## src/rtl/main_mem_initiator_if.sv

```systemverilog
// Command, upstream data, response and main-memory bus bundle for main_mem_initiator.
interface main_mem_initiator_if #(
  parameter int AW = 8,
  parameter int DW = 16,
  parameter int LW = 4
);
  logic          cmd_valid;
  logic          cmd_ready;
  logic          cmd_we;
  logic [AW-1:0] cmd_addr;
  logic [LW-1:0] cmd_len;
  logic [DW-1:0] wdata;
  logic          wdata_pop;
  logic          rsp_valid;
  logic [DW-1:0] rsp_data;
  logic          done;
  logic          err;
  logic          mem_req;
  logic          mem_we;
  logic [AW-1:0] mem_addr;
  logic [DW-1:0] mem_wdata;
  logic          mem_ack;
  logic [DW-1:0] mem_rdata;

  modport master (
    input  cmd_valid, cmd_we, cmd_addr, cmd_len, wdata, mem_ack, mem_rdata,
    output cmd_ready, wdata_pop, rsp_valid, rsp_data, done, err,
           mem_req, mem_we, mem_addr, mem_wdata
  );

  modport slave (
    output cmd_valid, cmd_we, cmd_addr, cmd_len, wdata, mem_ack, mem_rdata,
    input  cmd_ready, wdata_pop, rsp_valid, rsp_data, done, err,
           mem_req, mem_we, mem_addr, mem_wdata
  );
endinterface

```

## src/rtl/main_mem_initiator.sv

```systemverilog
// Main-memory bus master: req rises the cycle after command accept, one beat per acked cycle, read data
// returned one cycle after ack; mem_ack stalls hold the beat, and a watchdog aborts after TIMEOUT idle cycles.
module main_mem_initiator #(
  parameter int AW      = 8,
  parameter int DW      = 16,
  parameter int LW      = 4,
  parameter int TIMEOUT = 15
) (
  input  logic clk,
  input  logic reset,
  input  logic scan_in0,
  input  logic scan_in1,
  input  logic scan_in2,
  input  logic scan_in3,
  input  logic scan_in4,
  input  logic scan_enable,
  input  logic test_mode,
  output logic scan_out0,
  output logic scan_out1,
  output logic scan_out2,
  output logic scan_out3,
  output logic scan_out4,
  main_mem_initiator_if.master bus
);
  localparam logic [1:0] IDLE = 2'd0;
  localparam logic [1:0] BUS  = 2'd1;
  localparam logic [1:0] ERR  = 2'd2;
  localparam logic [7:0] TMO_LIMIT = 8'(TIMEOUT);

  typedef struct packed {
    logic          we;
    logic [AW-1:0] addr;
    logic [LW-1:0] len;
  } cmd_t;

  logic [1:0]    state_q, state_d;
  cmd_t          cmd_q, cmd_d;
  logic [LW-1:0] beat_q, beat_d;
  logic [7:0]    tmo_q, tmo_d;
  logic          rsp_valid_q, rsp_valid_d;
  logic [DW-1:0] rsp_data_q, rsp_data_d;
  logic          done_q, done_d;

  logic in_bus;
  logic beat_ack;
  logic wr_bus;

  assign in_bus   = (state_q == BUS);
  assign beat_ack = in_bus & bus.mem_ack;
  assign wr_bus   = in_bus & cmd_q.we;

  always_comb begin
    state_d     = state_q;
    cmd_d       = cmd_q;
    beat_d      = beat_q;
    tmo_d       = tmo_q;
    rsp_valid_d = 1'b0;
    rsp_data_d  = rsp_data_q;
    done_d      = 1'b0;
    case (state_q)
      BUS: begin
        if (bus.mem_ack) begin
          cmd_d.addr = cmd_q.addr + AW'(1);
          tmo_d      = '0;
          if (!cmd_q.we) begin
            rsp_valid_d = 1'b1;
            rsp_data_d  = bus.mem_rdata;
          end
          if (beat_q == cmd_q.len) begin
            state_d = IDLE;
            done_d  = 1'b1;
          end else begin
            beat_d = beat_q + LW'(1);
          end
        end else begin
          tmo_d = tmo_q + 8'd1;
          // an ack in the expiring cycle still wins over the abort
          if (tmo_q + 8'd1 == TMO_LIMIT) begin
            state_d = ERR;
          end
        end
      end
      default: begin
        // IDLE and the one-cycle ERR both accept a new command
        state_d = IDLE;
        if (bus.cmd_valid) begin
          cmd_d.we   = bus.cmd_we;
          cmd_d.addr = bus.cmd_addr;
          cmd_d.len  = bus.cmd_len;
          beat_d     = '0;
          tmo_d      = '0;
          state_d    = BUS;
        end
      end
    endcase
  end

  always_ff @(posedge clk or posedge reset) begin
    if (reset) begin
      state_q     <= IDLE;
      cmd_q       <= '0;
      beat_q      <= '0;
      tmo_q       <= '0;
      rsp_valid_q <= 1'b0;
      rsp_data_q  <= '0;
      done_q      <= 1'b0;
    end else begin
      state_q     <= state_d;
      cmd_q       <= cmd_d;
      beat_q      <= beat_d;
      tmo_q       <= tmo_d;
      rsp_valid_q <= rsp_valid_d;
      rsp_data_q  <= rsp_data_d;
      done_q      <= done_d;
    end
  end

  assign bus.cmd_ready = (state_q != BUS);
  assign bus.mem_req   = in_bus;
  assign bus.mem_we    = wr_bus;
  assign bus.mem_addr  = cmd_q.addr;
  assign bus.mem_wdata = wr_bus ? bus.wdata : '0;
  assign bus.wdata_pop = beat_ack & cmd_q.we;
  assign bus.rsp_valid = rsp_valid_q;
  assign bus.rsp_data  = rsp_data_q;
  assign bus.done      = done_q;
  assign bus.err       = (state_q == ERR);

  // scan chains are stitched at synthesis
  assign scan_out0 = 1'b0;
  assign scan_out1 = 1'b0;
  assign scan_out2 = 1'b0;
  assign scan_out3 = 1'b0;
  assign scan_out4 = 1'b0;

  logic unused_scan;
  assign unused_scan = ^{scan_in0, scan_in1, scan_in2, scan_in3, scan_in4, scan_enable, test_mode};
endmodule

```

## src/flat_wrapper.sv

```systemverilog
// flat-port wrapper written by rule: the top's interface ports become plain ports
module main_mem_initiator_flat 
#(
  parameter int AW      = 8,
  parameter int DW      = 16,
  parameter int LW      = 4,
  parameter int TIMEOUT = 15
)
  (clk, reset, scan_in0, scan_in1, scan_in2, scan_in3, scan_in4, scan_enable, test_mode, scan_out0, scan_out1, scan_out2, scan_out3, scan_out4, bus_cmd_valid, bus_cmd_we, bus_cmd_addr, bus_cmd_len, bus_wdata, bus_mem_ack, bus_mem_rdata, bus_cmd_ready, bus_wdata_pop, bus_rsp_valid, bus_rsp_data, bus_done, bus_err, bus_mem_req, bus_mem_we, bus_mem_addr, bus_mem_wdata);
  main_mem_initiator_if #(.AW(AW), .DW(DW), .LW(LW)) bus_i ();
  input  logic clk;
  input  logic reset;
  input  logic scan_in0;
  input  logic scan_in1;
  input  logic scan_in2;
  input  logic scan_in3;
  input  logic scan_in4;
  input  logic scan_enable;
  input  logic test_mode;
  output logic scan_out0;
  output logic scan_out1;
  output logic scan_out2;
  output logic scan_out3;
  output logic scan_out4;
  input wire logic [$bits(bus_i.cmd_valid)-1:0] bus_cmd_valid;
  input wire logic [$bits(bus_i.cmd_we)-1:0] bus_cmd_we;
  input wire logic [$bits(bus_i.cmd_addr)-1:0] bus_cmd_addr;
  input wire logic [$bits(bus_i.cmd_len)-1:0] bus_cmd_len;
  input wire logic [$bits(bus_i.wdata)-1:0] bus_wdata;
  input wire logic [$bits(bus_i.mem_ack)-1:0] bus_mem_ack;
  input wire logic [$bits(bus_i.mem_rdata)-1:0] bus_mem_rdata;
  output wire logic [$bits(bus_i.cmd_ready)-1:0] bus_cmd_ready;
  output wire logic [$bits(bus_i.wdata_pop)-1:0] bus_wdata_pop;
  output wire logic [$bits(bus_i.rsp_valid)-1:0] bus_rsp_valid;
  output wire logic [$bits(bus_i.rsp_data)-1:0] bus_rsp_data;
  output wire logic [$bits(bus_i.done)-1:0] bus_done;
  output wire logic [$bits(bus_i.err)-1:0] bus_err;
  output wire logic [$bits(bus_i.mem_req)-1:0] bus_mem_req;
  output wire logic [$bits(bus_i.mem_we)-1:0] bus_mem_we;
  output wire logic [$bits(bus_i.mem_addr)-1:0] bus_mem_addr;
  output wire logic [$bits(bus_i.mem_wdata)-1:0] bus_mem_wdata;
  assign bus_i.cmd_valid = bus_cmd_valid;
  assign bus_i.cmd_we = bus_cmd_we;
  assign bus_i.cmd_addr = bus_cmd_addr;
  assign bus_i.cmd_len = bus_cmd_len;
  assign bus_i.wdata = bus_wdata;
  assign bus_i.mem_ack = bus_mem_ack;
  assign bus_i.mem_rdata = bus_mem_rdata;
  assign bus_cmd_ready = bus_i.cmd_ready;
  assign bus_wdata_pop = bus_i.wdata_pop;
  assign bus_rsp_valid = bus_i.rsp_valid;
  assign bus_rsp_data = bus_i.rsp_data;
  assign bus_done = bus_i.done;
  assign bus_err = bus_i.err;
  assign bus_mem_req = bus_i.mem_req;
  assign bus_mem_we = bus_i.mem_we;
  assign bus_mem_addr = bus_i.mem_addr;
  assign bus_mem_wdata = bus_i.mem_wdata;
  main_mem_initiator #(.AW(AW), .DW(DW), .LW(LW), .TIMEOUT(TIMEOUT)) u_core (.clk(clk), .reset(reset), .scan_in0(scan_in0), .scan_in1(scan_in1), .scan_in2(scan_in2), .scan_in3(scan_in3), .scan_in4(scan_in4), .scan_enable(scan_enable), .test_mode(test_mode), .scan_out0(scan_out0), .scan_out1(scan_out1), .scan_out2(scan_out2), .scan_out3(scan_out3), .scan_out4(scan_out4), .bus(bus_i));
endmodule
```

## config.mk

```make
export PLATFORM = sky130hd
export DESIGN_NAME = main_mem_initiator_flat
export DESIGN_NICKNAME = d
export VERILOG_FILES = /design/src/rtl/main_mem_initiator_if.sv /design/src/rtl/main_mem_initiator.sv /design/src/flat_wrapper.sv
export SDC_FILE = /design/constraint.sdc
export NUM_CORES = 1
export LEC_CHECK = 0
export ABC_AREA = 1
export BUFFER_PORTS_ARGS = -buffer_cell sky130_fd_sc_hd__buf_2
export CORE_MARGIN = 5
export CORE_UTILIZATION = 45
export CTS_CLUSTER_SIZE = 16
export DETAILED_ROUTE_END_ITERATION = 8
export PLACE_DENSITY = 0.77
export SLEW_MARGIN = 40
export SYNTH_ARGS = -nofsm -noshare
export SYNTH_HDL_FRONTEND = slang
export SYNTH_SLANG_ARGS = --single-unit
```

## constraint.sdc

```tcl
create_clock -name clk -period 2.2 [get_ports clk]
set_clock_uncertainty 0.1 [all_clocks]
set_input_delay 0.33 -clock clk [delete_from_list [all_inputs] [get_ports clk]]
set_output_delay 0.33 -clock clk [all_outputs]
set_load 0.02 [all_outputs]
```

==> results of run 1 <==
[final cells by class]
class                   count  area share [%]
flip-flops and latches     45            37.7
multi-input cells         218            34.1
repair buffers             96            16.2
inverters                  44            5.61
well taps                  72            3.01
clock buffers               5            2.30
clock inverters             2            1.17
[cell usage after synthesis]
cell        n  area (sq um)
inv_1      40           150
nand3_1    15          75.1
xor2_1      8          70.1
a22oi_1     4          30.0
a31oi_1     2          12.5
ha_1        4          50.1
buf_6       5          56.3
nand4_1     3          18.8
dfrtp_1    45          1130
nor2_4      1          11.3
conb_1      1          3.75
o21ai_1     2          10.0
nand2_2     5          31.3
buf_2       1          5.00
inv_4       1          6.26
nor2_1     34           128
buf_4      13          97.6
o22ai_1     2          12.5
xnor2_1     1          8.76
nand3b_1    1          7.51
a21oi_1     4          20.0
o21ai_0    12          60.1
nand2_4     1          11.3
nor2_8      1          20.0
nand2_1   113           424
inv_2       3          11.3
[power by group]
part	switching, mW	internal, mW	leakage, nW	total [mW]
Combinational	1.20	0.603	1.17	1.80
Clock	0.269	0.330	0.0540	0.599
Sequential	0.278	1.15	0.571	1.43
Total	1.75	2.08	1.80	3.83
[logic make-up after synthesis]
kind of cell             share of synthesized area, %
AO/OA/AOI/OAI                                    5.91
flip-flops                                       45.8
other                                           0.153
buffers and inverters                            13.3
adder cells (fa/ha/maj)                          2.04
AND/OR/NAND/NOR                                  29.6
XOR/XNOR                                         3.21
[worst max-delay path, cell delays in order (launching register included)]
cell and delay, ns:
dfrtp_1 0.40, inv_2 0.06, nor2_4 0.27, nand2_2 0.27, nor2_1 0.16, buf_2 0.18
[worst paths after layout]
check | depth (start not counted) | endpoint | slack (ns)
worst max-delay path | 5 | bus_mem_wdata[12] | 0.14
worst min-delay path | 3 | u_core.bus.rsp_data[10] | 0.06
worst max register to register | 7 | u_core.bus.rsp_data[8] | 0.56
worst min register to register | 2 | u_core.bus.rsp_data[14] | 0.37
max in group asynchronous | 3 | u_core.tmo_q[0] | 1.56
min in group clk | 3 | u_core.cmd_q[1] | 0.12
[layer usage]
| layer | up-vias | share of wire [%] | track usage [%] |
|---|---|---|---|
| met5 | - | 0 | 0 |
| met4 | 0 | 0.66 | 3.95 |
| met3 | 3 | 8.7 | 3.95 |
| met2 | 87 | 47 | 25.3 |
| met1 | 998 | 43 | 18.9 |
| li1 | 1142 | - | - |
[registers in the layout, indices dropped and copies added (netlist names)]
signal                flops
u_core.cmd_q              5
u_core.state_q            2
u_core.beat_q             4
u_core.bus.mem_addr       8
u_core.bus.rsp_data      16
u_core.bus.rsp_valid      1
u_core.tmo_q              8
u_core.bus.done           1
[cells in the final DEF, fill, tap and decap left out, drive strengths merged]
| master | netlist | routed |
|---|---|---|
| conb | 1 | 5 |
| xnor2 | 1 | 1 |
| xor2 | 8 | 8 |
| nand4 | 3 | 3 |
| dfrtp | 45 | 45 |
| clkinv | 0 | 2 |
| clkbuf | 0 | 5 |
| nor2 | 36 | 36 |
| a22oi | 4 | 4 |
| inv | 44 | 43 |
| o22ai | 2 | 2 |
| nand2 | 119 | 119 |
| nand3b | 1 | 1 |
| o21ai | 14 | 14 |
| a31oi | 2 | 2 |
| buf | 19 | 96 |
| bufinv | 0 | 1 |
| nand3 | 15 | 15 |
| a21oi | 4 | 4 |
| ha | 4 | 4 |
==> out/results.ini, run 1 <==
[clock_network]
clk_path_buf_depth = 2
htree_levels = 2
holdBufCountCts = 0
clock_tree.root_cell = clkbuf_8
post_cts_resized = 0
tritoncts_num_sinks = 45
worstSkewPairLatency_ns = 0.29
clock_tree_from_tritoncts = yes
cts.reportedPaths.clkPinSlew_ns = 0.08
tritoncts.num_buffers = 5
cts_setup_buffers = 0

[final_layout]
nNetsFinal = 470
register_area_sq_mm = 0.00113
area_delta_synth_final_pct = 21.7
antenna_cells = 0
multi_input_area_sq_mm = 0.00102
fraction_of_final_layout_cells_with_drive_strength_greater_than_1_pct = 28.0
finish.utilization_pct = 55.3
final_cell_area_sq_mm = 0.00299
fillerInstances = 513
final-instance-count-excl-fill = 482

[route]
aggregate_routed_wire_length_um = 5340
drt.antenna.violating_nets = 0
firstDrtPassIters = 4
detail_route.wl_per_cell_um = 11.1
dr.first_iter.drc_count = 151
drc = 0
via_per_inst = 4.63
vias = 2230

[placement]
buffer_ports.inserted = 95
preCtsSetupSlack_ns = 0.468
gpl.final_weighted_congestion = 0.776
dp_hpwl_um = 4020
placedInstanceArea_sq_mm = 0.00289
place_inst = 475

[worst_setup_path]
setup.worst_path.class = reg -> out
critPathArrivalTime_ns = 1.63
path_max_fanout = 18
critical_path_required_ns = 1.77
cp-end-kind = output port
setup.worst_path.start = u_core.state_q[0]
r2r_startpoint = u_core.state_q[0]
startpoint_class_of_the_critical_path = flip-flop

[die]
initial_core_util_pct = 45.5
num_io_pins = 108
floorplan.core_area_sq_mm = 0.00541
fp.dieArea_sq_mm = 0.00704
std_cell_rows = 27
die_width_um = 83.9
die_y_um = 83.9

[outcome]
result_of_the_run = complete, no violations

[timing]
timing_worst_slew_pin_value_ns = 0.560
report.final.setup_viol = 0
final.hold.worst_slack_ns = 0.0629
period_needed_ns = 2.06
setup_tns_ns = 0
slew_violations = 0
setup_repair_after_global_routing_missed_its_margin = false
finalHoldViolCount = 0
max_clock_freq_mhz = 486
setup_ws_ns = 0.143
maxSlewHeadroom_pct = 62.7
min_period_over_period_pct = 93.5

[synth]
synthesis.yosys.warnings = 0
cells_after_synth = 322
syn_area_sq_mm = 0.00246
synth-seq-cells = 45
post_synth_num_cell_types = 26
avgSynthCellArea_sq_um = 7.63
synth.yosys.seq_area_share_pct = 45.8

[power]
total_power_mw = 3.83
worst_ir_drop_vdd_v = 0.000637
total_leakage_power_nw = 1.80
power.density_cell_area_mw_per_mm2 = 1280

[global_route]
maximum_number_of_pins_on_one_net_before_global_route_repair = 46
grt_remaining_overflow = 0
grt_antenna_before_repair = 0
groute.usage.overall_pct = 15.0
grt_pass1_vias = 1979
grt_pass1_wl_um = 8840

[min_path]
hold_path.class = in -> async

[flow_run]
cap_violations = 0

Note: power is estimated with default switching activity, not from simulation.
==> inputs of run 2 (changes only) <==
--- a/config.mk
+++ b/config.mk
@@ -12,6 +12,7 @@
 export CTS_CLUSTER_SIZE = 16
 export DETAILED_ROUTE_END_ITERATION = 8
 export PLACE_DENSITY = 0.77
+export RECOVER_POWER = 50
 export SLEW_MARGIN = 40
 export SYNTH_ARGS = -nofsm -noshare
 export SYNTH_HDL_FRONTEND = slang
==> run 2 against run 1 <==
Effect of this change: via count shrank 0.18%; sequential share of layout area up 0.37 points; combinational power down 3%; clock power barely moved; global-route usage stayed put; sequential power barely moved; utilization shrank 0.53 points; non-clock buffer count unchanged; cell count did not move; setup slack better by 0.0077 ns; sequential cell count did not move; critical path type unchanged.
==> out/results.ini, run 2 (synthesis gave the netlist of run 1 again) <==
[outcome]
result_of_the_run = complete, no violations

[placement]
dp_hpwl_um = 4020
gpl.final_weighted_congestion = 0.776
buffer_ports.inserted = 95
preCtsSetupSlack_ns = 0.468

[worst_setup_path]
critical_path_required_ns = 1.77
cp-end-kind = output port
path_max_fanout = 18
startpoint_class_of_the_critical_path = flip-flop
critPathArrivalTime_ns = 1.62
setup.worst_path.class = reg -> out

[timing]
setup_repair_after_global_routing_missed_its_margin = false
min_period_over_period_pct = 93.2
timing_worst_slew_pin_value_ns = 1.10
setup_ws_ns = 0.150
period_needed_ns = 2.05
report.final.setup_viol = 0
finalHoldViolCount = 0
maxSlewHeadroom_pct = 26.6
max_clock_freq_mhz = 488
setup_tns_ns = 0
slew_violations = 0

[min_path]
hold_path.class = in -> reg

[power]
total_leakage_power_nw = 1.73
power.density_cell_area_mw_per_mm2 = 1280
worst_ir_drop_vdd_v = 0.000638

[final_layout]
fraction_of_final_layout_cells_with_drive_strength_greater_than_1_pct = 22.9
area_delta_synth_final_pct = 20.5
mostFrequentLayoutCell = nand2_1
nNetsFinal = 470
finish.utilization_pct = 54.8
largest_register_ffs = 16
layout.cells.most_common_list = nand2_1 (114), buf_2 (76), dfrtp_1 (45), inv_1 (40), nor2_1 (34)
antenna_cells = 0

[die]
fp.dieArea_sq_mm = 0.00704
die_width_um = 83.9
die_y_um = 83.9
std_cell_rows = 27
num_io_pins = 108
floorplan.core_area_sq_mm = 0.00541
initial_core_util_pct = 45.5

[clock_network]
htree_levels = 2
tritoncts_num_sinks = 45
clock_tree.root_cell = clkbuf_8
cts_setup_buffers = 0
worstSkewPairLatency_ns = 0.29
holdBufCountCts = 0
cts.reportedPaths.clkPinSlew_ns = 0.08
clk_path_buf_depth = 2
tritoncts.num_buffers = 5
post_cts_resized = 0
clock_tree_from_tritoncts = yes

[route]
vias = 2226
drt.antenna.violating_nets = 0
aggregate_routed_wire_length_um = 5320
dr.first_iter.drc_count = 130
via_per_inst = 4.62
detail_route.wl_per_cell_um = 11.0
firstDrtPassIters = 4
drc = 0

[global_route]
grt_remaining_overflow = 0
maximum_number_of_pins_on_one_net_before_global_route_repair = 46
grt_pass1_wl_um = 8840
groute.usage.overall_pct = 15.0
grt_pass1_vias = 1979
grt_antenna_before_repair = 0

[flow_run]
cap_violations = 0

## run 2: cell count changes in the layout (fill, tap and decap cells not counted), sizes merged
cell and delta:
buf -20, clkbuf +20
## run 2: per-stage QoR
step | instances | cell area [sq um] | hold WS [ns] | power (mW)
after CTS | 482 | 2990 | 0.0657 | 3.88
final | 482 | 2960 | 0.122 | 3.78
after global placement | 475 | 2890 | 0.350 | 3.20
after global routing | 482 | 2960 | 0.129 | 4.10
after detailed placement | 475 | 2890 | 0.355 | 3.26
after floorplan | 326 | 2470 | 0.340 | 2.85
## run 2: path summary, 6_finish.rpt
check,from,endpoint,slack [ns],depth (start not counted)
max,u_core.state_q[0],bus_mem_wdata[9],0.15,5
min,bus_cmd_len[1],u_core.cmd_q[1],0.12,3
max reg2reg,u_core.state_q[0],u_core.bus.rsp_data[8],0.56,7
min reg2reg,u_core.bus.rsp_data[14],u_core.bus.rsp_data[14],0.37,2
max in group asynchronous,reset,u_core.tmo_q[0],1.07,3
min in group asynchronous,reset,u_core.bus.rsp_data[10],0.27,3
## run 2: layer usage
layer	vias to the layer above	global-route usage [%]	wire, um
li1	1141	-	-
met1	994	18.9	2320
met2	86	25.3	2490
met3	5	3.95	450
met4	0	3.95	56
met5	-	0	0
## run 2: power breakdown
| group | internal, mW | switching [mW] |
|---|---|---|
| registers | 1.15 | 0.279 |
| clock network | 0.330 | 0.268 |
| logic | 0.557 | 1.20 |
## run 2: final cells by class
type	instances	area, sq um
multi-input combinational	218	1020
timing repair buffer	96	457
tap	72	90.1
sequential	45	1130
clock buffer	5	68.8
inverter	44	168
fill	528	2440
clock inverter	2	35.0
## run 2: worst max-delay path, cell delays in order (launching register included)
cell and delay, ns:
dfrtp_1 0.39, inv_1 0.08, nor2_4 0.26, nand2_2 0.26, nor2_1 0.15, buf_2 0.18
